**config.mk**
```make
export PLATFORM = sky130hd
export DESIGN_NAME = bank_timing_tracker
export DESIGN_NICKNAME = d
export VERILOG_FILES = /design/src/rtl/bank_timing_tracker.sv
export SDC_FILE = /design/constraint.sdc
export NUM_CORES = 1
export LEC_CHECK = 0
export CORE_MARGIN = 10
export CORE_UTILIZATION = 35
export DETAILED_ROUTE_END_ITERATION = 8
export GPL_ROUTABILITY_DRIVEN = 0
export PLACE_DENSITY = 0.63
export SLEW_MARGIN = 20
export SYNTH_ARGS = -nofsm -noshare
export SYNTH_HDL_FRONTEND = slang
export SYNTH_SLANG_ARGS = --single-unit
export TNS_END_PERCENT = 30
```
**constraint.sdc**
```tcl
create_clock -name i_clk -period 1.4 [get_ports i_clk]
set_input_delay 0.14 -clock i_clk [delete_from_list [all_inputs] [get_ports i_clk]]
set_output_delay 0.14 -clock i_clk [all_outputs]
set_load 0.01 [all_outputs]
```
**src/rtl/bank_timing_tracker.sv**
```systemverilog
// Per-bank DRAM timing tracker: tRAS/tRCD/tRP countdowns driven by multi-slot command
// batches, with sub-slot offset compensation and saturating decrement.
`timescale 1ns/1ps
module bank_timing_tracker #(
    parameter int CMD_TYPE_WIDTH = 3,
    parameter int NUM_RNK        = 1,
    parameter int NUM_BG         = 2,
    parameter int NUM_BNK        = 4,
    parameter int RNK_SEL_WIDTH  = 1,
    parameter int BG_SEL_WIDTH   = 1,
    parameter int BNK_SEL_WIDTH  = 2,
    parameter int NUM_SLOTS      = 4,
    parameter int TIME_WIDTH     = 6,
    parameter int T_RAS          = 32,
    parameter int T_RCD          = 14,
    parameter int T_RP           = 14,
    parameter logic [CMD_TYPE_WIDTH-1:0] ACT_CODE  = 1,
    parameter logic [CMD_TYPE_WIDTH-1:0] PRE_CODE  = 2,
    parameter logic [CMD_TYPE_WIDTH-1:0] PREA_CODE = 3,
    parameter real TCQ           = 0.1,
    localparam int NBT           = NUM_RNK * NUM_BG * NUM_BNK
) (
    input  logic                                       i_clk,
    input  logic                                       i_rstn,
    input  logic [NUM_SLOTS-1:0]                       i_cmd_vld,
    input  logic [NUM_SLOTS-1:0][CMD_TYPE_WIDTH-1:0]   i_cmd_type,
    input  logic [NUM_SLOTS-1:0][RNK_SEL_WIDTH-1:0]    i_cmd_rnk,
    input  logic [NUM_SLOTS-1:0][BG_SEL_WIDTH-1:0]     i_cmd_bg,
    input  logic [NUM_SLOTS-1:0][BNK_SEL_WIDTH-1:0]    i_cmd_bnk,
    output logic [NBT-1:0][TIME_WIDTH-1:0]             o_ras_counter,
    output logic [NBT-1:0][TIME_WIDTH-1:0]             o_rcd_counter,
    output logic [NBT-1:0][TIME_WIDTH-1:0]             o_rp_counter,
    output logic [NBT-1:0]                             o_pre_ok,
    output logic [NBT-1:0]                             o_cas_ok,
    output logic [NBT-1:0]                             o_act_ok
);

    typedef logic [TIME_WIDTH-1:0] cnt_t;

    localparam logic signed [TIME_WIDTH:0] STEP = (TIME_WIDTH+1)'(NUM_SLOTS);

    if (NUM_SLOTS < 1 || NUM_SLOTS > 8) begin : g_bad_slots
        $error("NUM_SLOTS must be in 1..8");
    end
    if (NUM_SLOTS >= 2**TIME_WIDTH) begin : g_bad_step
        $error("NUM_SLOTS must fit in TIME_WIDTH bits");
    end
    if (T_RAS >= 2**TIME_WIDTH || T_RCD >= 2**TIME_WIDTH || T_RP >= 2**TIME_WIDTH) begin : g_bad_time
        $error("timing values must be below 2**TIME_WIDTH");
    end
    if (TCQ < 0.0) begin : g_bad_tcq
        $error("TCQ must be non-negative");
    end

    // Clamp a signed intermediate to zero; the extra bit keeps underflow visible.
    function automatic cnt_t sat0(input logic signed [TIME_WIDTH:0] val);
        if (val < 0) return '0;
        return val[TIME_WIDTH-1:0];
    endfunction

    // A command in slot s issued NUM_SLOTS - s DRAM clocks before the next edge.
    function automatic cnt_t load_val(input int t, input int s);
        logic signed [TIME_WIDTH:0] tv;
        logic signed [TIME_WIDTH:0] ov;
        tv = (TIME_WIDTH+1)'(t);
        ov = (TIME_WIDTH+1)'(NUM_SLOTS - s);
        return sat0(tv - ov);
    endfunction

    function automatic cnt_t countdown(input cnt_t c);
        return sat0($signed({1'b0, c}) - STEP);
    endfunction

    function automatic logic hit_rank(input int b, input logic [RNK_SEL_WIDTH-1:0] r);
        return int'(r) == b / (NUM_BG * NUM_BNK);
    endfunction

    function automatic logic hit_bank(input int b,
                                      input logic [RNK_SEL_WIDTH-1:0] r,
                                      input logic [BG_SEL_WIDTH-1:0]  g,
                                      input logic [BNK_SEL_WIDTH-1:0] k);
        return hit_rank(b, r) &&
               (int'(g) == (b / NUM_BNK) % NUM_BG) &&
               (int'(k) == b % NUM_BNK);
    endfunction

    logic [NBT-1:0][TIME_WIDTH-1:0] ras_p0, rcd_p0, rp_p0;
    logic [NBT-1:0][TIME_WIDTH-1:0] ras_p1, rcd_p1, rp_p1;

    // Stage p0: next counter values; later slots overwrite earlier ones.
    always_comb begin
        for (int b = 0; b < NBT; b++) begin
            ras_p0[b] = countdown(ras_p1[b]);
            rcd_p0[b] = countdown(rcd_p1[b]);
            rp_p0[b]  = countdown(rp_p1[b]);
        end
        for (int s = 0; s < NUM_SLOTS; s++) begin
            if (i_cmd_vld[s]) begin
                for (int b = 0; b < NBT; b++) begin
                    if (i_cmd_type[s] == ACT_CODE &&
                        hit_bank(b, i_cmd_rnk[s], i_cmd_bg[s], i_cmd_bnk[s])) begin
                        ras_p0[b] = load_val(T_RAS, s);
                        rcd_p0[b] = load_val(T_RCD, s);
                    end
                    if (i_cmd_type[s] == PRE_CODE &&
                        hit_bank(b, i_cmd_rnk[s], i_cmd_bg[s], i_cmd_bnk[s])) begin
                        rp_p0[b] = load_val(T_RP, s);
                    end
                    if (i_cmd_type[s] == PREA_CODE && hit_rank(b, i_cmd_rnk[s])) begin
                        rp_p0[b] = load_val(T_RP, s);
                    end
                end
            end
        end
    end

    // Stage p1: registered counters.
    always_ff @(posedge i_clk or negedge i_rstn) begin
        if (!i_rstn) begin
            ras_p1 <= '0;
            rcd_p1 <= '0;
            rp_p1  <= '0;
        end else begin
            ras_p1 <= ras_p0;
            rcd_p1 <= rcd_p0;
            rp_p1  <= rp_p0;
        end
    end

    always_comb begin
        for (int b = 0; b < NBT; b++) begin
            o_pre_ok[b] = (ras_p1[b] == '0);
            o_cas_ok[b] = (rcd_p1[b] == '0);
            o_act_ok[b] = (rp_p1[b] == '0);
        end
    end

    assign o_ras_counter = ras_p1;
    assign o_rcd_counter = rcd_p1;
    assign o_rp_counter  = rp_p1;

endmodule
```
# Yosys cells after proc, flatten, opt, wreduce, memory -nomap -nowiden
# Index checks and enable logic that the tools add are counted.
# W data, S select, Z words.
# totals
reg_bits	144
inputBits	34
output_inout_bits	168
wordCells	452
# op_classes
add_sub_neg	24
n_lt_le_gt_ge	24
n_eq_ne	24
n_mux	212
bitwise_logic	8
reduce_logical	136
# ops
operator	count
$mux W6	176
$mux W48	12
$lt A7 B1 Y1 const B	24
$sub A6 B3 Y7 const B	24
$logic_not A6 Y1	24
$logic_and A1 B1 Y1	108
$eq A3 B2 Y1 const B	8
$mux W1	24
$eq A2 B2 Y1 const B	8
$eq A3 B1 Y1 const B	4
$eq A2 B1 Y1 const B	4
$logic_not A2 Y1	4
$not A1 Y1	8

# Logic depth before layout (Yosys ltp)
# logic_depth
depth_word	16
ltp_mapped	6
depth_no_buf	6

# Least setup slack after synthesis
# OpenSTA, ideal clock, no wires.
# synth_timing
path_type	register to register
from	register rp_p1 (netlist bit o_rp_counter[8])
to	register rp_p1 (netlist bit o_rp_counter[6])
setup_ns	0.128
t_arrival_ns	1.471
required_ns	1.272
setup_slack_ns	-0.199
path_stages_with_launch	7
path_buffers	0
period_less_slack_ns	1.599
cell_sequence	dfrtp_1 inv_1 ha_1 nor3b_1 nor2b_1 a211oi_1 o21ai_0
# synth_lines
element	line	rtl
from (decl)	88	logic [NBT-1:0][TIME_WIDTH-1:0] ras_p1, rcd_p1, rp_p1;
from (signal assigned)	126	rp_p1 <= rp_p0;

# Worst setup path after layout
# layout_timing
from	register rp_p1 (netlist bit o_rp_counter[44])
to	output o_act_ok[7]
# layout_via
elab_chain_cells	1
# layout_lines
element	line	rtl
$logic_not A6 Y1	134	o_act_ok[b] = (rp_p1[b] == '0);
to (decl)	35	output logic [NBT-1:0] o_act_ok
# No other way between the ends.

==> flow_results.org <==
** Outcome
- Status :: finished with violations
- Violated checks :: setup timing

** Setup path
- Max stage delay cell, worst path :: sky130_fd_sc_hd__dfrtp_1
- Depth of the worst register-to-register path :: 6
- Slowest Stage Delay on Critical Path :: 0.39 ns
- In this run the critical register-to-register path is launched from o_rp_counter[44]$_DFF_PN0_.
- Reg-to-Reg End :: o_rp_counter[47]$_DFF_PN0_
- Together, buffers and inverters on the worst path number 2.
- STA classifies the critical path startpoint as a flip-flop.
- The setup path with the least slack is of type reg -> out.
- Cell family contributing the most delay on the critical path :: flip-flops
- WP data required :: 1.26 ns
- Crit path DAT :: 1.43 ns
- Critical path capture point type :: output port
- In this run the register-to-register setup slack is -0.02 ns.
- Cell breakdown of the critical path :: inv_2 > ha_4 > nand2_4 > nor3_4 > buf_2
- Of all nets on the critical path, the largest fanout is 2.

** Logic synthesis
- Number of distinct library cell variants in the gate-level netlist after synthesis :: 58
- In the synthesized netlist the dominant register cell turns out to be sky130_fd_sc_hd__dfrtp_1.
- Number of enable flip-flop cells after synthesis :: 0
- Mux cell area share after synthesis :: 1.58%
- Synthesis produced a netlist whose cell count is 893.
- Leading post-synthesis cells by instance count :: sky130_fd_sc_hd__dfrtp_1 (144), sky130_fd_sc_hd__nand2_1 (89), sky130_fd_sc_hd__nor2_1 (61)
- Share of synthesized flip-flops with an asynchronous set or reset :: 100%
- Number of warning messages in the yosys log :: 0
- Post-Syn Area :: 8250 sq um
- Most common cell in the synthesized netlist :: sky130_fd_sc_hd__dfrtp_1
- Synthesized area divided by synthesized cell count :: 9.24 sq um
- Xor/xnor share of the synthesized area :: 0.637%
- Area fraction in and, or, nand and nor cells after synthesis :: 32.4%
- Largest area contributor in the synthesized netlist :: sky130_fd_sc_hd__dfrtp_1
- Fraction of synthesized cell area taken by the top area cell type :: 43.7%
- The number of nets handed over by synthesis was 974.
- Summing the areas of all fa, ha and maj instances in the mapped netlist gives 7.13% of the synthesized area.
- Post-synthesis compound-gate area fraction :: 11.4%
- Of the synthesized area, sequential elements account for 43.7%.
- After synthesis, the largest family of logic cells by area is simple AND/OR/NAND/NOR gates.
- Sorting the synthesized cells by area gives the leading types as sky130_fd_sc_hd__dfrtp_1 (44%), sky130_fd_sc_hd__ha_1 (7.1%), sky130_fd_sc_hd__nand2_1 (4.0%).
- Count of state elements after synthesis :: 144

** Power
- Logic gate share of total power :: 59.2%
- Leakage component of the power :: 7.15 nW
- Sw power :: 11.0 mW
- The internal portion of the total power is 18.5 mW.
- Net switching is 37.4% of the power.
- Worst IR Drop VDD :: 1050 uV
- Sequential cells burn 23.9% of the power.
- Pwr dens :: 2010 nW/um^2
- Per report_power, the clock group accounts for 16.9% of the total.

** Timing
- Worst slew margin :: 55.6%
- Subtracting the final worst setup slack from the clock period gives 1.57 ns.
- In the finished design, the share of the clock period the worst path needs comes to 112%.
- Upper clock frequency limit :: 638 MHz
- Setup-failing EPs final :: 27
- The count of pins over their slew limit is 0.
- On the final layout, the worst clock skew is 0.0111 ns.
- Actual slew at the worst max-slew pin :: 0.660 ns
- For the final routed database, the setup TNS stands at -1.14 ns.
- Setup repair after global routing missed its margin :: true
- Hold Fails Final Rpt :: 0
- Final worst setup slack :: -0.167 ns

** Route
- Drt drc :: 0
- Initial DRT Pass Iterations :: 5
- Dividing the detail-routed via count by the number of cells gives 4.96.
- Starting DRC count in detailed routing :: 461
- Final routed wirelength across all metal layers :: 30.2 mm
- Post-route antenna net violation count :: 0
- Vias after detailed routing :: 8,862
- After detailed routing, the average wire length per cell comes to 16.9 microns.

** GRT
- Via count of the first global-routing pass :: 9,003
- Summed over all layers, the global routing overflow is 0.
- Entering global routing, the biggest net connects 40 pins.
- The number of antenna violations at the first check in global routing was 8.
- Across every metal layer, demand over resource in global routing totals 19.0%.
- The first global-routing pass estimated 46.7 mm of wire.

** Layout
- After the last flow step, the layout net total stands at 1,528.
- The area growth from synthesis to layout is 78.4%.
- The post-route netlist has 44.5% of its cells at a drive strength greater than 1.
- Fin area :: 14,700 sq um
- After filler insertion, the fill cell instance count of the layout stands at 1,943.

** Floorplan
- The die covers 30,100 sq um.
- From left edge to right edge, the die measures 174 microns.
- I/O Pins :: 202
- Measured along the y axis, the die boundary spans 174 microns.
- Core Rows :: 56
- After floorplanning, the core was sized to cover 23,300 sq um.
- Starting density of the core :: 35.4%

** Placed design
- Count of input and output buffers :: 201
- Placed standard-cell area :: 13,100 sq um
- Dpl hpwl :: 23.3 mm

** CTS
- The tree is rooted in a sky130_fd_sc_hd__clkbuf_16.
- Maximum level of the CTS H-tree :: 4
- CTS tree :: done
- Clock tree synthesis found a total of 144 sinks.
- Clock-pin slew on the worst setup and hold paths :: 0.06 ns
- Counting the buffers created by CTS gives 17.
- The longest clock path from root to sink contains 2 buffers.
- At the later pin of the worst-skew pair, clock insertion delay measures 0.42 ns.

** Flow run
- The tool flagged a number of max-cap violations equal to 0.

** Min path
- Hold Path Class :: in -> async
[cell type report]
type	instances	area [sq um]	share of cell area, %
clock buffers	18	439	2.98
flip-flops and latches	144	3600	24.5
diodes	7	17.5	0.119
clock inverters	14	203	1.38
inverters	51	191	1.30
multi-input cells	682	5300	36.0
repair buffers	551	4560	31.0
well taps	319	399	2.71
[timing repair]
item,in CTS,in global routing
endpoints found under the setup margin,309,194
hold endpoints to repair,113,0
pin swaps,41,38
buffers inserted,22,18
hold buffers,1,0
gates resized for setup,419,238
[metal layers]
metal	GRT usage, %	routed length, microns	vias up
met5	0	27	-
met2	32.2	14900	201
met3	5.90	1930	35
met1	22.5	12800	4261
li1	-	-	4361
met4	5.93	490	4
[per-stage QoR]
step | hold slack (ns) | worst slack, ns | std cells | utilization [%] | power, mW
after floorplan | -0.156 | -0.134 | 893 | - | 13.8
after global placement | 0.0793 | -0.910 | 1711 | 56.1 | 23.0
after detailed placement | 0.0801 | -0.976 | 1711 | 56.1 | 23.4
after CTS | 0.186 | -0.202 | 1762 | 59.8 | 27.6
after global routing | 0.225 | -0.246 | 1784 | 63.1 | 31.7
final | 0.194 | -0.167 | 1786 | 63.1 | 29.5
[registers in the layout, summed over array words and instances, names as in the netlist]
| signal | count |
|---|---|
| o_rcd_counter | 48 |
| o_rp_counter | 48 |
| o_ras_counter | 48 |
[kinds of logic (layout without fill, tap and decap cells)]
group                      count (synthesis)  in the layout
and+or+nand+nor                          467            467
AOI/OAI and AO/OA                        150            150
DFF                                      144            144
buffers and inverters                     67            634
adders and majority gates                 47             47
muxes                                     12             12
xor gates and xnor gates                   6              6
other                                      0              7
[worst max-delay path by stage]
stage,cells after the start,start,end
floorplan,4,i_cmd_rnk[2],o_rp_counter[18]$_DFF_PN0_
global placement,6,i_cmd_type[11],o_ras_counter[21]$_DFF_PN0_
detailed placement,6,i_cmd_type[11],o_ras_counter[20]$_DFF_PN0_
CTS,5,o_rp_counter[44]$_DFF_PN0_,o_act_ok[7]
global route,5,o_rp_counter[44]$_DFF_PN0_,o_act_ok[7]
finish,5,o_rp_counter[44]$_DFF_PN0_,o_act_ok[7]
[power groups by stage]
stage / clock network [mW] / logic (mW) / registers [mW]
final: 4.98 / 17.5 / 7.06
after global placement: 0 / 16.2 / 6.85
after floorplan: 0 / 5.57 / 8.20
after CTS: 5.07 / 15.6 / 6.97
after global routing: 5.24 / 19.2 / 7.26
after detailed placement: 0 / 16.5 / 6.90
[cell usage in the layout (no fill, tap or decap), types with 12 or more instances in the layout]
cell type                         instances
sky130_fd_sc_hd__a21oi_1                 38
sky130_fd_sc_hd__buf_4                  333
sky130_fd_sc_hd__dfrtp_1                144
sky130_fd_sc_hd__nor2_1                  49
sky130_fd_sc_hd__nand3_1                 32
sky130_fd_sc_hd__buf_2                   12
sky130_fd_sc_hd__and3_4                  20
sky130_fd_sc_hd__dlygate4sd2_1           51
sky130_fd_sc_hd__nor2b_1                 19
sky130_fd_sc_hd__clkbuf_16               17
sky130_fd_sc_hd__ha_4                    23
sky130_fd_sc_hd__a31oi_1                 12
sky130_fd_sc_hd__o21ai_0                 35
sky130_fd_sc_hd__nor3_1                  36
sky130_fd_sc_hd__clkbuf_2                15
sky130_fd_sc_hd__buf_6                   29
sky130_fd_sc_hd__nand4_1                 19
sky130_fd_sc_hd__clkdlybuf4s15_1        104
sky130_fd_sc_hd__ha_1                    18
sky130_fd_sc_hd__nor2_2                  12
sky130_fd_sc_hd__inv_2                   48
sky130_fd_sc_hd__and2_1                  25
sky130_fd_sc_hd__nand2_1                 82
sky130_fd_sc_hd__or3_1                   27
sky130_fd_sc_hd__nand2b_1                18
Note: power is estimated with default switching activity, not from simulation.
